File: config.mk
export PLATFORM = sky130hd
export DESIGN_NAME = dcache_tag_ctrl
export DESIGN_NICKNAME = d
export VERILOG_FILES = /design/src/rtl/dcache_tag_ctrl.sv
export SDC_FILE = /design/constraint.sdc
export NUM_CORES = 1
export LEC_CHECK = 0
export ABC_AREA = 1
export BUFFER_PORTS_ARGS = -buffer_cell sky130_fd_sc_hd__clkbuf_2
export CAP_MARGIN = 20
export CORE_MARGIN = 2
export CORE_UTILIZATION = 48
export CTS_CLUSTER_DIAMETER = 150
export CTS_CLUSTER_SIZE = 28
export DETAILED_ROUTE_END_ITERATION = 6
export PLACE_DENSITY = 0.83
export RECOVER_POWER = 25
export SYNTH_ARGS = -nofsm -noshare
export SYNTH_HDL_FRONTEND = slang
export SYNTH_SLANG_ARGS = --single-unit
File: constraint.sdc
create_clock -name clk -period 1.7 [get_ports clk]
set_clock_uncertainty 0.2 [all_clocks]
set_input_delay 0.17 -clock clk [delete_from_list [all_inputs] [get_ports clk]]
set_output_delay 0.17 -clock clk [all_outputs]
set_load 0.02 [all_outputs]
File: src/rtl/dcache_tag_ctrl.sv
`default_nettype none

`ifndef TAG_XLEN
`define TAG_XLEN 20
`endif

// ============================================================================
// Package : dcache_tag_pkg
// Purpose : Tag memory write-word layout shared by the tag controller and
//           the tag FIFO it drives.
// Rev     : 1.0  initial release
// ============================================================================
package dcache_tag_pkg;
  typedef struct packed {
    logic                 valid;
    logic                 dirty;
    logic [`TAG_XLEN-1:0] tag;
  } type_cache_tag_mem_s;
endpackage

// ============================================================================
// Module  : dcache_tag_ctrl
// Purpose : Data-cache tag controller. Accepts one lookup at a time, compares
//           the captured tag against the tag FIFO, marks clean lines dirty on
//           store hits, and on a miss writes back a dirty victim (only when
//           the FIFO is full) before refilling the line at the FIFO write
//           pointer. Every request ends with a one-cycle resp_valid pulse.
// Rev     : 1.0  initial release
//
// Ports
//   clk, reset_n                     clock / async active-low reset
//   req_valid, req_ready             request handshake (IDLE only)
//   req_we, req_tag                  store flag and tag of the access
//   resp_valid, resp_hit, resp_index completion pulse, hit flag, entry index
//   tag_cmp_data                     captured tag presented to the FIFO
//   tag_hit, tag_hindex, tag_hdirty  FIFO compare results
//   tag_ctag, tag_cdirty, tag_wptr,  victim entry (at write pointer) and
//   tag_full                         FIFO fill state
//   tag_wr, tag_uwr, tag_uptr,       allocate-write / update-in-place write,
//   tag_wdata                        update index, write word
//   wb_req, wb_tag, wb_index, wb_ack         victim writeback handshake
//   fill_req, fill_tag, fill_index, fill_ack line refill handshake
// ============================================================================
module dcache_tag_ctrl #(
  parameter  int DP = 4,
  parameter  int TW = `TAG_XLEN,
  localparam int AW = $clog2(DP)
) (
  input  logic                              clk,
  input  logic                              reset_n,

  input  logic                              req_valid,
  output logic                              req_ready,
  input  logic                              req_we,
  input  logic [TW-1:0]                     req_tag,

  output logic                              resp_valid,
  output logic                              resp_hit,
  output logic [AW-1:0]                     resp_index,

  output logic [TW-1:0]                     tag_cmp_data,
  input  logic [DP-1:0]                     tag_hit,
  input  logic [AW-1:0]                     tag_hindex,
  input  logic                              tag_hdirty,

  input  logic [TW-1:0]                     tag_ctag,
  input  logic                              tag_cdirty,
  input  logic [AW-1:0]                     tag_wptr,
  input  logic                              tag_full,

  output logic                              tag_wr,
  output logic                              tag_uwr,
  output logic [AW-1:0]                     tag_uptr,
  output dcache_tag_pkg::type_cache_tag_mem_s tag_wdata,

  output logic                              wb_req,
  output logic [TW-1:0]                     wb_tag,
  output logic [AW-1:0]                     wb_index,
  input  logic                              wb_ack,

  output logic                              fill_req,
  output logic [TW-1:0]                     fill_tag,
  output logic [AW-1:0]                     fill_index,
  input  logic                              fill_ack
);

  typedef enum logic [2:0] {
    S_IDLE   = 3'd0,
    S_LOOKUP = 3'd1,
    S_UPD    = 3'd2,
    S_WB     = 3'd3,
    S_FILL   = 3'd4,
    S_RESP   = 3'd5
  } state_t;

  state_t                              r_state;
  logic                                r_req_ready;
  logic [TW-1:0]                       r_ctag;
  logic                                r_cwe;
  logic                                r_hit;
  logic [AW-1:0]                       r_hidx;
  logic                                r_resp_valid;
  logic                                r_resp_hit;
  logic [AW-1:0]                       r_resp_index;
  logic                                r_tag_uwr;
  dcache_tag_pkg::type_cache_tag_mem_s r_tag_wdata;
  logic                                r_wb_req;
  logic [TW-1:0]                       r_wb_tag;
  logic [AW-1:0]                       r_wb_index;
  logic                                r_fill_req;
  logic [AW-1:0]                       r_fill_index;

  logic                                w_hit;
  logic [`TAG_XLEN-1:0]                w_ctag_mem;

  // Several hit bits may be set; the FIFO-supplied index is trusted as is.
  assign w_hit      = |tag_hit;
  assign w_ctag_mem = r_ctag;

  always_ff @(posedge clk or negedge reset_n) begin
    if (!reset_n) begin
      r_state      <= S_IDLE;
      r_req_ready  <= 1'b1;
      r_ctag       <= '0;
      r_cwe        <= 1'b0;
      r_hit        <= 1'b0;
      r_hidx       <= '0;
      r_resp_valid <= 1'b0;
      r_resp_hit   <= 1'b0;
      r_resp_index <= '0;
      r_tag_uwr    <= 1'b0;
      r_tag_wdata  <= '0;
      r_wb_req     <= 1'b0;
      r_wb_tag     <= '0;
      r_wb_index   <= '0;
      r_fill_req   <= 1'b0;
      r_fill_index <= '0;
    end else begin
      r_resp_valid <= 1'b0;
      unique case (r_state)
        S_IDLE: begin
          if (req_valid) begin
            r_ctag      <= req_tag;
            r_cwe       <= req_we;
            r_req_ready <= 1'b0;
            r_state     <= S_LOOKUP;
          end
        end

        S_LOOKUP: begin
          r_hit <= w_hit;
          if (w_hit) begin
            r_hidx <= tag_hindex;
            // Only a store to a clean line needs the dirty bit set.
            if (r_cwe && !tag_hdirty) begin
              r_tag_uwr   <= 1'b1;
              r_tag_wdata <= '{valid: 1'b1, dirty: 1'b1, tag: w_ctag_mem};
              r_state     <= S_UPD;
            end else begin
              r_state <= S_RESP;
            end
          end else begin
            // Allocate word is prepared now so it is stable for the whole
            // refill wait; tag_wr then fires combinationally with fill_ack.
            r_tag_wdata <= '{valid: 1'b1, dirty: r_cwe, tag: w_ctag_mem};
            // A dirty victim exists only once the FIFO has wrapped.
            if (tag_full && tag_cdirty) begin
              r_wb_req   <= 1'b1;
              r_wb_tag   <= tag_ctag;
              r_wb_index <= tag_wptr;
              r_state    <= S_WB;
            end else begin
              r_fill_req   <= 1'b1;
              r_fill_index <= tag_wptr;
              r_state      <= S_FILL;
            end
          end
        end

        S_UPD: begin
          r_tag_uwr <= 1'b0;
          r_state   <= S_RESP;
        end

        S_WB: begin
          if (wb_ack) begin
            r_wb_req     <= 1'b0;
            r_fill_req   <= 1'b1;
            r_fill_index <= tag_wptr;
            r_state      <= S_FILL;
          end
        end

        S_FILL: begin
          if (fill_ack) begin
            r_fill_req <= 1'b0;
            r_hidx     <= r_fill_index;
            r_state    <= S_RESP;
          end
        end

        S_RESP: begin
          r_resp_valid <= 1'b1;
          r_resp_hit   <= r_hit;
          r_resp_index <= r_hidx;
          r_req_ready  <= 1'b1;
          r_state      <= S_IDLE;
        end

        default: begin
          r_req_ready <= 1'b1;
          r_state     <= S_IDLE;
        end
      endcase
    end
  end

  assign req_ready    = r_req_ready;
  assign resp_valid   = r_resp_valid;
  assign resp_hit     = r_resp_hit;
  assign resp_index   = r_resp_index;
  assign tag_cmp_data = r_ctag;
  // Allocate write lands in the ack cycle itself; reset drops it at once.
  assign tag_wr       = (r_state == S_FILL) && fill_ack;
  assign tag_uwr      = r_tag_uwr;
  assign tag_uptr     = r_hidx;
  assign tag_wdata    = r_tag_wdata;
  assign wb_req       = r_wb_req;
  assign wb_tag       = r_wb_tag;
  assign wb_index     = r_wb_index;
  assign fill_req     = r_fill_req;
  assign fill_tag     = r_ctag;
  assign fill_index   = r_fill_index;

endmodule

`default_nettype wire

Word-level counts from Yosys, hierarchy flattened --
Index checks and enable logic that the tools add are counted.
Operators by class: divide/modulo/power cells 0, bitwise operators 2, equality and inequality tests 14, shift-type cells 0, add/sub/neg operators 0, reduce and logical (&&, ||, !) cells 21, mux-type cells 31, magnitude comparators 0, multiply operators 0
Operators by type and width (count):
- $mux W22 | 2
- $mux W3 | 6
- $ne A2 B2 Y1 const B | 8
- $pmux W3 S5 | 1
- $reduce_and A3 Y1 | 4
- $mux W1 | 11
- $mux W2 | 5
- $pmux W2 S2 | 2
- $reduce_and A4 Y1 | 2
- $reduce_or A4 Y1 | 2
- $eq A3 B2 Y1 const B | 2
- $eq A3 B3 Y1 const B | 2
- $pmux W1 S2 | 3
- $reduce_and A2 Y1 | 3
- $reduce_bool A2 Y1 | 3
- $reduce_and A5 Y1 | 1
- $eq A3 B1 Y1 const B | 1
- $logic_and A1 B1 Y1 | 3
- $logic_not A3 Y1 | 1
- $pmux W1 S3 | 1
- $reduce_bool A3 Y1 | 1
- $ne A2 B1 Y1 const B | 1
- $not A1 Y1 | 2
- $logic_not A1 Y1 | 1
Word-level totals: memories 0, bits of input ports 57, memory bits (read-only) 0, bits in latches 0, flip-flop bits (word level) 81, word-level logic and storage cells 86, memory bits (writable) 0, output and inout port bits 97

Logic depth before layout (Yosys ltp) --
word-level depth 5, depth in mapped cells 7, mapped depth without buffers 7

Worst setup path after synthesis --
OpenSTA, ideal clock, no wires.
kind reg2reg, start point reg r_state[2], end point reg r_wb_index[1], in the netlist wb_index[1], data required time 1.383 ns, setup slack 0.186 ns, library setup time 0.117 ns, arrival time 1.197 ns, stages on the path, launching flop included 8, path buffers 1, clock period less this slack 1.514 ns, path through dfrtp_1 > inv_2 > nand3_2 > nor2_4 > nand3_4 > buf_8 > nand2_2 > o21ai_2
Between the ends: longest elaborated chain between the ends 2
RTL lines:
- start, declared | line 96 | state_t r_state;
- start signal, assigned | line 122 | r_state <= S_IDLE;
- start signal, assigned | line 146 | r_state <= S_LOOKUP;
- start signal, assigned | line 158 | r_state <= S_UPD;
- $eq A3 B1 Y1 | line 140 | unique case (r_state)
- $reduce_and A3 Y1 (no line)
- end signal, assigned | line 170 | r_wb_index <= tag_wptr;
- end, declared | line 109 | logic [AW-1:0] r_wb_index;
Every way passes these cells. A chain may end at the register's enable or synchronous reset.

Worst setup path in the final report --
start point reg r_state[2], end point reg r_wb_tag[4], in the netlist wb_tag[4]
Between the ends: longest elaborated chain between the ends 2
RTL lines:
- $eq A3 B1 Y1 | line 140
- $reduce_and A3 Y1 (no line)
- end signal, assigned | line 169 | r_wb_tag <= tag_ctag;
- end, declared | line 108 | logic [TW-1:0] r_wb_tag;
Every way passes these cells.

==> impl.org <==
** Run status
- Run status :: complete, but fails checks
- Violated checks :: negative setup slack

** Finish
- Final design utilization :: 71.47%
- At the end of the flow, the number of nets in the layout was 646.
- Reg area :: 0.002031 mm2
- Non-Filler Cell Area, Final :: 0.005184 mm2
- Fraction of final layout cells with drive strength greater than 1 :: 41.92%
- Antenna Diode Count :: 0
- Final-layout fill cell count :: 561
- Once layout is complete, the cells apart from fillers number 693.
- Area overhead of the layout relative to synthesis :: 43.95%
- In the final layout, the multi-input gates occupy 0.001157 mm2.
- Most common library cell in the layout ignoring fill and taps :: clkbuf_2
- In the layout the commonest cells are clkbuf_2 (152), nand2_1 (108), dfrtp_1 (78).

** GRT
- Entering global routing, the biggest net connects 41 pins.
- Highest-utilization routing layer at the global route stage :: met2
- Vias in the first global route :: 3322
- Global routing consumed, on the met3 layer, 5.760% of the routing resources.
- Initial antenna violation count :: 0
- For met1 alone, demand over resource in global routing was 26.40%.
- First-pass GRT wire length :: 15.49 mm
- Global routing used 42.10% of the available met2 tracks.
- Total congestion overflow after global routing :: 0
- Global routing usage summed across all routing layers :: 23.61%

** Synth
- Avg Inst Size Synth :: 9.281 um2
- Sequential elements use 56.32% of the synthesized area.
- The synthesized design contains 81 register bits.
- After synthesis the cells add up to 0.003601 mm2.
- Post-Syn Instances :: 388
- Post-synth cell types :: 24
- Synthesis Warnings :: 0
- The number of nets handed over by synthesis was 445.

** Place
- Detailed placement finished with a half-perimeter wire length of 6.140 mm.
- Placed cell count :: 621
- OpenSTA, run right after detailed placement, puts the worst setup slack at 0.01066 ns.
- Summing all placed instances gives a cell area of 0.004408 mm2.
- Quantity of I/O buffers inserted on ports :: 153
- Global placer's final weighted congestion :: 0.8235

** Routing
- Initial DRC Count :: 156
- Total wire length :: 9.987 mm
- Average vias per placed instance :: 4.853
- In the routed design, unresolved DRC markers number 0.
- The detail route stage leaves a number of antenna-violating nets equal to 0.
- Detailed routing inserted a total of 3363 vias.
- Number of detailed-route iterations in the first pass :: 5
- Average wire length per cell after detail routing :: 14.41 um

** CTS
- Number of levels in the clock H-tree :: 3
- After clock tree synthesis, the clock-pin slew on the worst setup and hold paths is 0.08 ns.
- For the worst-skew pair, the clock arrives at the later sink with an insertion delay of 0.34 ns.
- The cell sitting at the root of the clock tree is a clkbuf_8.
- Clock sink total :: 81
- In this run the deepest clock path goes through 2 buffers.
- TritonCTS created 9 clock buffers.
- TritonCTS clock tree :: built

** Timing
- Hold is met by 0.04119 ns.
- Maximum achievable frequency :: 585.5 MHz
- The hold violation count in the final report is 0.
- For the pin with the worst max-slew slack, the measured transition is 0.5345 ns.
- After routing, the total negative slack on setup checks comes to -0.007984 ns.
- The max-slew violation count came to 0.
- Setup repair after global routing missed its margin :: yes
- Once routing completed, OpenROAD measured the worst setup slack at -0.007984 ns.
- Setup violations remaining at the end of the flow were counted as 1.
- Slew headroom :: 64.37%
- Tcrit/Tclk final :: 100.5%
- Period minus WS final :: 1.708 ns

** Pwr
- Worst vdd ir :: 914.9 uV
- Final Total Pwr :: 9.795 mW
- Static Leakage :: 2.907 nW
- For this design the ratio of total power to cell area is 1890 mW/mm2.

** Setup path
- At the worst endpoint, the required time is 1.72 ns.
- Endpoint arrival time on the critical path :: 1.73 ns
- The worst setup path is launched from a register.
- The worst setup path is captured at a register.
- Of all nets on the critical path, the largest fanout is 8.
- Setup Crit Path Kind :: register to register

** Floorplanning
- The floorplan has 31 rows.
- For this configuration, the core starts out at a cell density of 49.65%.
- Die outline area :: 0.008211 mm2
- In this run the count of I/O pins placed on the die edge is 154.
- After floorplanning, the core was sized to cover 0.007253 mm2.
- Vertical extent of the die :: 90.62 um
- Width of the die :: 90.62 um

** Run
- Number of violations of the max-capacitance limit :: 0

** Worst hold path
- The path class of the tightest hold or removal check is input port to asynchronous set/reset pin.
sequential cells by signal (all words and copies together), names as in the netlist, 2 cells and up:
name and flops:
fill_index 2, wb_tag 20, resp_index 2, r_state 3, wb_index 2, tag_wdata 22, tag_uptr 2, fill_tag 20
critical path, stage by stage (launching register included):
cell and delay (ns):
dfrtp_2 0.47, inv_2 0.10, nand3_2 0.12, nor2_4 0.14, nand3_4 0.18, buf_12 0.19, nand2_2 0.09, o21ai_2 0.09
power breakdown:
part / switching, mW / total, mW / leakage (nW) / internal, mW
logic: 3.17 / 4.85 / 1.79 / 1.69
registers: 0.687 / 3.53 / 1.02 / 2.84
clock network: 0.656 / 1.41 / 0.103 / 0.756
cell usage after synthesis (all sizes together):
library cell  instances  share of area, %
a21oi                 1              0.14
a22oi                 1              0.21
buf                  32               6.9
clkbuf                1              0.10
dfrtp                80                56
dfstp                 1              0.73
inv                  48               5.0
nand2               129                15
nand3                23               3.7
nand4                 3              0.52
nor2                 16               2.2
o21ai                53                10
final timing paths:
check                                   start            end  slack, ns  cells past startpoint
worst max-delay path               r_state[2]      wb_tag[4]     -0.008                      7
worst min-delay path                  reset_n     wb_tag[16]       0.04                      2
worst max register to register     r_state[2]      wb_tag[4]     -0.008                      7
worst min register to register  tag_wdata[21]  tag_wdata[21]       0.27                      2
max in group asynchronous             reset_n   tag_wdata[6]       0.42                      3
min in group clk                   tag_hdirty  tag_wdata[14]       0.05                      4
routing by layer:
layer	up-vias	routed length, um
met1	1589	3687
met4	0	323
met3	25	690
met2	160	5286
li1	1589	-
met5	-	0
cells by family (layout without fill, tap and decap cells):
kind of cell | after synthesis | after routing | synth area share, %
and+or+nand+nor | 171 | 171 | 21.33
DFF | 81 | 81 | 56.32
buffers and inverters | 81 | 287 | 12.02
AOI/OAI and AO/OA | 55 | 55 | 10.32
repair_timing:
item                       CTS  global route
cloned                       0             2
gates resized for setup      3             7
hold endpoints to repair   128             0
hold buffers                47             0
setup endpoints to repair    1            44
buffers inserted             1             6
pin swaps                    1             3
area by class of cell:
type / instances / area share, %
clock buffer: 13 / 3.065
clock inverter: 3 / 0.7724
inverter: 48 / 3.476
multi-input combinational: 226 / 22.33
sequential: 81 / 39.17
tap: 99 / 2.390
timing repair buffer: 223 / 28.80
No activity file was read; power rests on OpenSTA's default activity.
